## src/rtl/thre_load_pkg.sv

```systemverilog
`default_nettype none
// ============================================================================
// Module      : thre_load_pkg
// Description : Shared defaults, FSM state encoding and ROM latency limits
//               for the threshold-load sequencer.
// Revision    : 1.0 - initial release
// ============================================================================
package thre_load_pkg;

    localparam int DEF_N_CH    = 32;
    localparam int DEF_ADDR_W  = 5;
    localparam int DEF_BANK_W  = 2;

    localparam int ROM_LAT_MIN = 1;
    localparam int ROM_LAT_MAX = 3;

    typedef enum logic [1:0] {
        IDLE  = 2'd0,
        FETCH = 2'd1,
        DRAIN = 2'd2,
        DONE  = 2'd3
    } state_t;

endpackage : thre_load_pkg
`default_nettype wire

```

## src/rtl/thre_lat_pipe.sv

```systemverilog
`default_nettype none
// ============================================================================
// Module      : thre_lat_pipe
// Description : Delay line for (valid, idx) matching the threshold ROM read
//               latency, with a drain-complete flag.
// Revision    : 1.0 - initial release
// ============================================================================
module thre_lat_pipe #(
    parameter int DEPTH = 1,
    parameter int IDX_W = 5
) (
    input  logic             clk,
    input  logic             rst,
    input  logic             i_valid,
    input  logic [IDX_W-1:0] i_idx,
    output logic             o_valid,
    output logic [IDX_W-1:0] o_idx,
    output logic             o_empty
);

    logic [DEPTH-1:0] r_valid;
    logic [IDX_W-1:0] r_idx [DEPTH];

    always_ff @(posedge clk or posedge rst) begin
        if (rst) begin
            r_valid <= '0;
            for (int i = 0; i < DEPTH; i++) begin
                r_idx[i] <= '0;
            end
        end else begin
            r_valid[0] <= i_valid;
            r_idx[0]   <= i_idx;
            for (int i = 1; i < DEPTH; i++) begin
                r_valid[i] <= r_valid[i-1];
                r_idx[i]   <= r_idx[i-1];
            end
        end
    end

    assign o_valid = r_valid[DEPTH-1];
    assign o_idx   = r_idx[DEPTH-1];

    // Empty means nothing is queued behind the output stage, so the pipe is
    // fully drained after the current cycle.
    generate
        if (DEPTH == 1) begin : g_single
            assign o_empty = 1'b1;
        end else begin : g_multi
            assign o_empty = ~|r_valid[DEPTH-2:0];
        end
    endgenerate

endmodule : thre_lat_pipe
`default_nettype wire

```

## src/rtl/thre_load_seq.sv

```systemverilog
`default_nettype none
// ============================================================================
// Module      : thre_load_seq
// Description : Reads one threshold word per channel from the threshold ROM
//               and issues latency-aligned one-hot load strobes.
// Revision    : 1.0 - initial release
// ============================================================================
module thre_load_seq
    import thre_load_pkg::*;
#(
    parameter int N_CH      = DEF_N_CH,
    parameter int ADDR_W    = DEF_ADDR_W,
    parameter int BANK_W    = DEF_BANK_W,
    parameter int ROM_LAT   = 1,
    parameter int AUTO_LOAD = 1
) (
    input  logic                     clk,
    input  logic                     rst,
    input  logic                     i_start,
    input  logic [BANK_W-1:0]        i_bank,
    output logic                     o_busy,
    output logic                     o_done,
    output logic                     o_rom_en,
    output logic [BANK_W+ADDR_W-1:0] o_rom_addr,
    output logic [N_CH-1:0]          o_load_strb,
    input  logic                     i_pool_val_in,
    output logic                     o_pool_val_out
);

    localparam int C_LAT = (ROM_LAT < ROM_LAT_MIN) ? ROM_LAT_MIN :
                           (ROM_LAT > ROM_LAT_MAX) ? ROM_LAT_MAX : ROM_LAT;
    localparam logic [ADDR_W-1:0] C_LAST_IDX = ADDR_W'(N_CH - 1);

    state_t              r_state;
    state_t              w_next;
    logic [ADDR_W-1:0]   r_idx;
    logic [BANK_W-1:0]   r_bank;
    logic                r_loaded;
    logic                r_auto;
    logic                w_accept;
    logic [BANK_W-1:0]   w_start_bank;
    logic                w_pipe_valid;
    logic [ADDR_W-1:0]   w_pipe_idx;
    logic                w_pipe_empty;

    // The reset-armed auto request behaves as a bank-0 start on the first
    // edge after reset release.
    assign w_start_bank = r_auto ? '0 : i_bank;

    always_comb begin
        w_next   = r_state;
        w_accept = 1'b0;
        case (r_state)
            IDLE: begin
                if (i_start || r_auto) begin
                    w_accept = 1'b1;
                    w_next   = FETCH;
                end
            end
            FETCH: begin
                if (r_idx == C_LAST_IDX) begin
                    w_next = DRAIN;
                end
            end
            DRAIN: begin
                if (w_pipe_empty) begin
                    w_next = DONE;
                end
            end
            DONE: begin
                if (i_start) begin
                    w_accept = 1'b1;
                    w_next   = FETCH;
                end else begin
                    w_next = IDLE;
                end
            end
            default: w_next = IDLE;
        endcase
    end

    always_ff @(posedge clk or posedge rst) begin
        if (rst) begin
            r_state  <= IDLE;
            r_idx    <= '0;
            r_bank   <= '0;
            r_loaded <= 1'b0;
            r_auto   <= (AUTO_LOAD != 0);
        end else begin
            r_state <= w_next;
            r_auto  <= 1'b0;
            if (w_accept) begin
                r_bank   <= w_start_bank;
                r_idx    <= '0;
                r_loaded <= 1'b0;
            end else if (r_state == FETCH) begin
                r_idx <= r_idx + 1'b1;
            end
            if (r_state == DRAIN && w_next == DONE) begin
                r_loaded <= 1'b1;
            end
        end
    end

    thre_lat_pipe #(
        .DEPTH (C_LAT),
        .IDX_W (ADDR_W)
    ) u_pipe (
        .clk     (clk),
        .rst     (rst),
        .i_valid (r_state == FETCH),
        .i_idx   (r_idx),
        .o_valid (w_pipe_valid),
        .o_idx   (w_pipe_idx),
        .o_empty (w_pipe_empty)
    );

    assign o_busy         = (r_state != IDLE);
    assign o_done         = (r_state == DONE);
    assign o_rom_en       = (r_state == FETCH);
    assign o_rom_addr     = (r_state == FETCH) ? {r_bank, r_idx} : '0;
    assign o_load_strb    = w_pipe_valid ? (N_CH'(1) << w_pipe_idx) : '0;
    assign o_pool_val_out = i_pool_val_in & r_loaded;

endmodule : thre_load_seq
`default_nettype wire
```

## config.mk

```make
export PLATFORM = sky130hd
export DESIGN_NAME = thre_load_seq
export DESIGN_NICKNAME = d
export VERILOG_FILES = /design/src/rtl/thre_load_pkg.sv /design/src/rtl/thre_lat_pipe.sv /design/src/rtl/thre_load_seq.sv
export SDC_FILE = /design/constraint.sdc
export NUM_CORES = 1
export LEC_CHECK = 0
export CAP_MARGIN = 0
export CORE_MARGIN = 1
export CORE_UTILIZATION = 30
export CTS_CLUSTER_DIAMETER = 80
export DETAILED_ROUTE_END_ITERATION = 7
export GPL_TIMING_DRIVEN = 0
export PLACE_DENSITY_LB_ADDON = 0.1
export SKIP_LAST_GASP = 1
export SYNTH_ARGS = -nofsm -noshare
export SYNTH_HDL_FRONTEND = slang
export SYNTH_SLANG_ARGS = --single-unit
```

## constraint.sdc

```tcl
create_clock -name clk -period 1.94 [get_ports clk]
set_input_delay 0.291 -clock clk [delete_from_list [all_inputs] [get_ports clk]]
set_output_delay 0.291 -clock clk [all_outputs]
set_load 0.005 [all_outputs]
```

=== Yosys cells after proc, flatten, opt, wreduce, memory -nomap -nowiden ===
Cells that the tools add are included.

* Add/sub/neg operators: 1
* Eq/ne operators: 5
* Shifts and indexed selects: 1
* Muxes and demuxes: 14
* Bitwise gates (word level): 1
* Reduce and logical (&&, ||, !) cells: 6

{| class="wikitable"
|+ Operators with widths
! kind !! number
|-
| 32-bit 2-to-1 mux || 1
|-
| 1-bit by 5-bit left shift with 32-bit output (first input constant) || 1
|-
| 5-bit 2-to-1 mux || 2
|-
| 2-bit one-hot mux with 4 select lines || 1
|-
| 7-bit 2-to-1 mux || 1
|-
| 2-bit equality test (second input constant) || 3
|-
| 2-bit 2-to-1 mux || 3
|-
| 2-bit nonzero test || 3
|-
| 5-bit by 1-bit adder with 5-bit output (second input constant) || 1
|-
| 5-bit equality test (second input constant) || 1
|-
| 1-bit 2-to-1 mux || 5
|-
| 2-bit by 1-bit equality test with 1-bit output (second input constant) || 1
|-
| 2-bit zero test || 1
|-
| 1-bit one-hot mux with 2 select lines || 1
|-
| 1-bit AND || 1
|-
| 1-bit logical AND || 1
|-
| 1-bit logical OR || 1
|}

* Register bits after elaboration: 17
* Input port bits: 6
* Output and inout bits: 43
* Word-level logic and storage cells: 35

=== Longest topological paths before layout ===
* Depth after elaboration: 6
* Gate-level depth with buffers: 6
* Mapped depth without buffers: 6

=== Modules after synthesis ===
Synthesis repeated with hierarchy kept, for this count alone.

* Cells, all modules: 130
* Area total of the unflattened synthesis: 1128.6 um2

{| class="wikitable"
|+ Modules (own cells, without submodules)
! module !! instances !! cells an instance !! area an instance (um2) !! sequential area each (um2)
|-
| thre_load_seq || 1 || 121 || 963.4 || 276.5
|-
| thre_lat_pipe || 1 || 9 || 165.2 || 150.1
|}

=== Worst setup path before layout ===
No wires, ideal clock.

* Kind: register to register
* From: reg r_state[0]
* To: reg r_bank[0]
* Library setup time: 0.125 ns
* Data arrival time: 1.357 ns
* Slack: 0.459 ns
* Cell stages (with the launch flop): 6
* Path through: dfrtp_1 > inv_1 > ha_1 > nand2_1 > a21oi_4 > mux2_2

* Word-level cells in the longest chain between the ends: 2
* Elaborated cells on any way between the ends: 3
* Those cells by class: eq/ne: 1; mux: 1; reduce/logical: 1

{| class="wikitable"
|+ RTL lines
! what !! line !! text
|-
| start, declared || thre_load_seq.sv:34 || <nowiki>state_t r_state;</nowiki>
|-
| start signal, assigned || thre_load_seq.sv:90 || <nowiki>r_state <= w_next;</nowiki>
|-
| 2-bit equality test or 2-bit zero test (tied branches) || thre_load_seq.sv:53 || <nowiki>case (r_state)</nowiki>
|-
| 1-bit one-hot mux with 2 select lines (*) || thre_load_seq.sv:53 ||
|-
| end signal, assigned || thre_load_seq.sv:93 || <nowiki>r_bank <= w_start_bank;</nowiki>
|-
| end, declared || thre_load_seq.sv:37 || <nowiki>logic [BANK_W-1:0] r_bank;</nowiki>
|}

Mark *: on every way between the ends. The rest lies on a longest branch, timed or not.
A chain may end at the register's enable or synchronous reset.

=== Worst setup path in the final report ===
* From: reg u_pipe.r_idx (netlist bit u_pipe.o_idx[1])
* To: out o_load_strb[20]

* Word-level cells in the longest chain between the ends: 2

{| class="wikitable"
|+ RTL lines
! what !! line !! text
|-
| start, declared || thre_lat_pipe.sv:22 || <nowiki>logic [IDX_W-1:0] r_idx [DEPTH];</nowiki>
|-
| start signal, assigned by index || thre_lat_pipe.sv:35 || <nowiki>r_idx[i] <= r_idx[i-1];</nowiki>
|-
| 1-bit by 5-bit left shift with 32-bit output || thre_load_seq.sv:122 || <nowiki>assign o_load_strb = w_pipe_valid ? (N_CH'(1) << w_pipe_idx) : '0;</nowiki>
|-
| 32-bit 2-to-1 mux || thre_load_seq.sv:122 ||
|-
| end, declared || thre_load_seq.sv:25 || <nowiki>output logic [N_CH-1:0] o_load_strb,</nowiki>
|}

Every way passes these cells.

==> flow_summary.toml <==
[status]
status = "completed"

[global_route]
grt_pass1_vias = 1009
grt_usage_pct = 17.56
grt_pass1_wl_mm = 4.733
grt_max_degree = 18
grt_overflow = 0
antenna_found_initial = 0

[synth]
ys_seq_elements = 17
netlist.area_leader.share_pct = 38.60
synth_edf_count = 0
async_flop_share_pct = 100.0
ys_seq_area_share_pct = 41.13
avgSynthCellArea_sq_um = 9.099
synth_nets = 127
yosys.cell_count.top_type = "nor2_1"
yosys-top-cells-count = "nor2_1 (31), dfrtp_1 (16), and2_1 (8), nor2_2 (8), ha_1 (7)"
ys_types = 29
yosys-top-cells-area = "dfrtp_1 (39%), nor2_1 (11%), ha_1 (8.4%)"
synthesis.area_sq_um = 1037
syn-instance-count = 114
yosys.area.top_type = "dfrtp_1"
synthFlopType = "dfrtp_1"
ys_warn_count = 0

[pwr]
power.total_uw = 2226
peakVddDrop_mv = 0.7344
leakagePower_uw = 0.001049
power_density_nw_per_um2 = 1196

[clocking]
cts_tree = "built"
cts_num_sinks = 17
htreeDepth = 1
cts_buffer_depth = 2
cts-root-buf = "clkbuf_4"
clk_latency_ns = 0.28
clkTransAtPathRegs_ns = 0.10
cts_buffers = 3
postCtsHoldBufs = 0

[setup_path]
rr_endpoint = "r_bank[0]$_DFFE_PP0P_"
crit_type = "flip-flop to primary output"
reg2reg_depth = 6
crit_end = "o_load_strb[20]"
path_cells = "buf_4 -> nor2_1 -> nand2_1 -> buf_4 -> buf_4 -> nor2_1 -> dlygate4sd2_1"
end_kind = "primary output"
crit_cells = 7
path_buf_inv = 4
critPathTopFamily = "buffers and inverters"
ff2ff_setup_slack_ns = 0.28
critPathArrivalTime_ns = 1.65
startpoint_type = "flip-flop"
crit_start = "u_pipe.o_idx[1]$_DFF_PP0_"
cpPeakStageDelay_ns = 0.45
cpMostUsedCell = "buf_4"
crit_slowest_cell = "dfrtp_2"
crit_fanout = 6
crit-reg2reg-launch = "r_state[1]$_DFF_PP0_"
critPathRequiredTime_ns = 1.65

[placement]
portBuffers = 48
pre_cts_ws_ns = -0.1285
dp_cells = 206
gp_congestion = 0.7230
hpwl_mm = 1.853

[route]
dr.pass1.iters = 5
wl_mm = 3.064
drtIter0Drc = 20
drc = 0
vias = 1100
viasPerCell = 4.527
ant_nets = 0
wl_per_cell_microns = 12.61

[floorplanning]
rows = 20
die_w_microns = 60.80
io_pins = 49
core_area_sq_um = 3178
die-area_sq_um = 3697
start_util_pct = 32.64
die_height_microns = 60.80

[final_layout]
areaGrowthSynthToFinish_pct = 79.49
n_antenna_cell = 0
drive_gt1_share_pct = 39.20
layoutNonFillerInstCount = 243
nNetsFinal = 213

[sta]
grt_setup_unrepaired = "true"
max_freq_mhz = 516.2
whs_ns = 0.3759
period_needed_ns = 1.937
setup_viol = 0
hold_viol_final = 0
fin_ws_ns = 0.002855
slew_violations = 0
relSlewSlack_pct = 57.84
finClkSkew_ns = 0.001501
min_period_over_period_pct = 99.85
worst_pin_slew_ns = 0.6317

[min_path]
holdCritPathClass = "primary input to async pin"

[run]
drv_cap = 0
## cell type report
cell class / instances / area (sq um)
Buffer: 2 / 22.52
Clock buffer: 3 / 22.52
Clock inverter: 1 / 5.005
Fill cell: 310 / 1316
Inverter: 5 / 18.77
Multi-Input combinational cell: 90 / 619.3
Sequential cell: 17 / 430.4
Tap cell: 44 / 55.05
Timing Repair Buffer: 81 / 688.2
## layer usage
metal	global-route usage, %	vias to the layer above	part of all wire [%]
met5	0	-	0
met4	4.870	0	0.69
met3	3.838	2	7.8
met2	31.71	40	48
met1	20.95	511	43
li1	-	547	-
## state kept, by name, summed over array words and instances (netlist names)
signal	flops
r_auto	1
r_bank	2
r_idx	5
r_loaded	1
r_state	2
u_pipe.o_idx	5
u_pipe.o_valid	1
## stage by stage
step                util [%]  TNS [ns]  cell area (sq um)
floorplan                  -         0               1037
global placement       49.49   -0.7513               1573
detailed placement     49.49   -0.7966               1573
CTS                    57.17   -0.3809               1817
global route           58.58   -0.1439               1862
finish                 58.58         0               1862
## logic make-up after synthesis
| group | count (synthesis) | share of synthesized area (%) |
|---|---|---|
| simple gates | 67 | 34.38 |
| other cells | 1 | 0.3615 |
| buf+inv | 7 | 2.775 |
| flops | 17 | 41.13 |
| xor+xnor | 3 | 2.534 |
| mux | 4 | 4.101 |
| compound gates | 8 | 6.273 |
| fa+ha+maj | 7 | 8.444 |
## cell usage in the layout, fill, tap and decap left out, drive strengths merged, types with 4 or more instances in the layout
cell	synthesis	layout
nor2	39	39
buf	2	38
dlygate4sd2	0	18
dfrtp	16	16
clkbuf	0	14
and2	8	8
clkdlybuf4s50	0	8
dlymetal6s2s	0	8
ha	7	7
nand3b	6	6
inv	5	5
o21ai	4	4
## worst min-delay path by stage
stage,startpoint,endpoint,slack (ns),cells past startpoint
5_1_grt,rst,r_idx[0]$_DFFE_PP0P_,0.43,2
2_1_floorplan,rst,r_bank[0]$_DFFE_PP0P_,0.22,1
3_3_place_gp,r_idx[4]$_DFFE_PP0P_,u_pipe.o_idx[4]$_DFF_PP0_,0.41,0
6_report,rst,r_state[1]$_DFF_PP0_,0.38,2
3_5_place_dp,r_idx[4]$_DFFE_PP0P_,u_pipe.o_idx[4]$_DFF_PP0_,0.41,0
4_1_cts,rst,r_state[1]$_DFF_PP0_,0.41,2
## report_power, final
part / internal, uW / switching, uW / total, uW / leakage, uW
sequential: 483 / 131 / 614 / 0.000212
clock: 76.5 / 114 / 190 / 0.0000177
combinational: 831 / 591 / 1420 / 0.000819
## timing repair
action / CTS / global route
pin swaps: 9 / 7
cloned: 1 / 0
resized for setup: 46 / 50
setup buffers: 27 / 6
endpoints found under the setup margin: 39 / 23
Power figures use the tool's default switching activity.
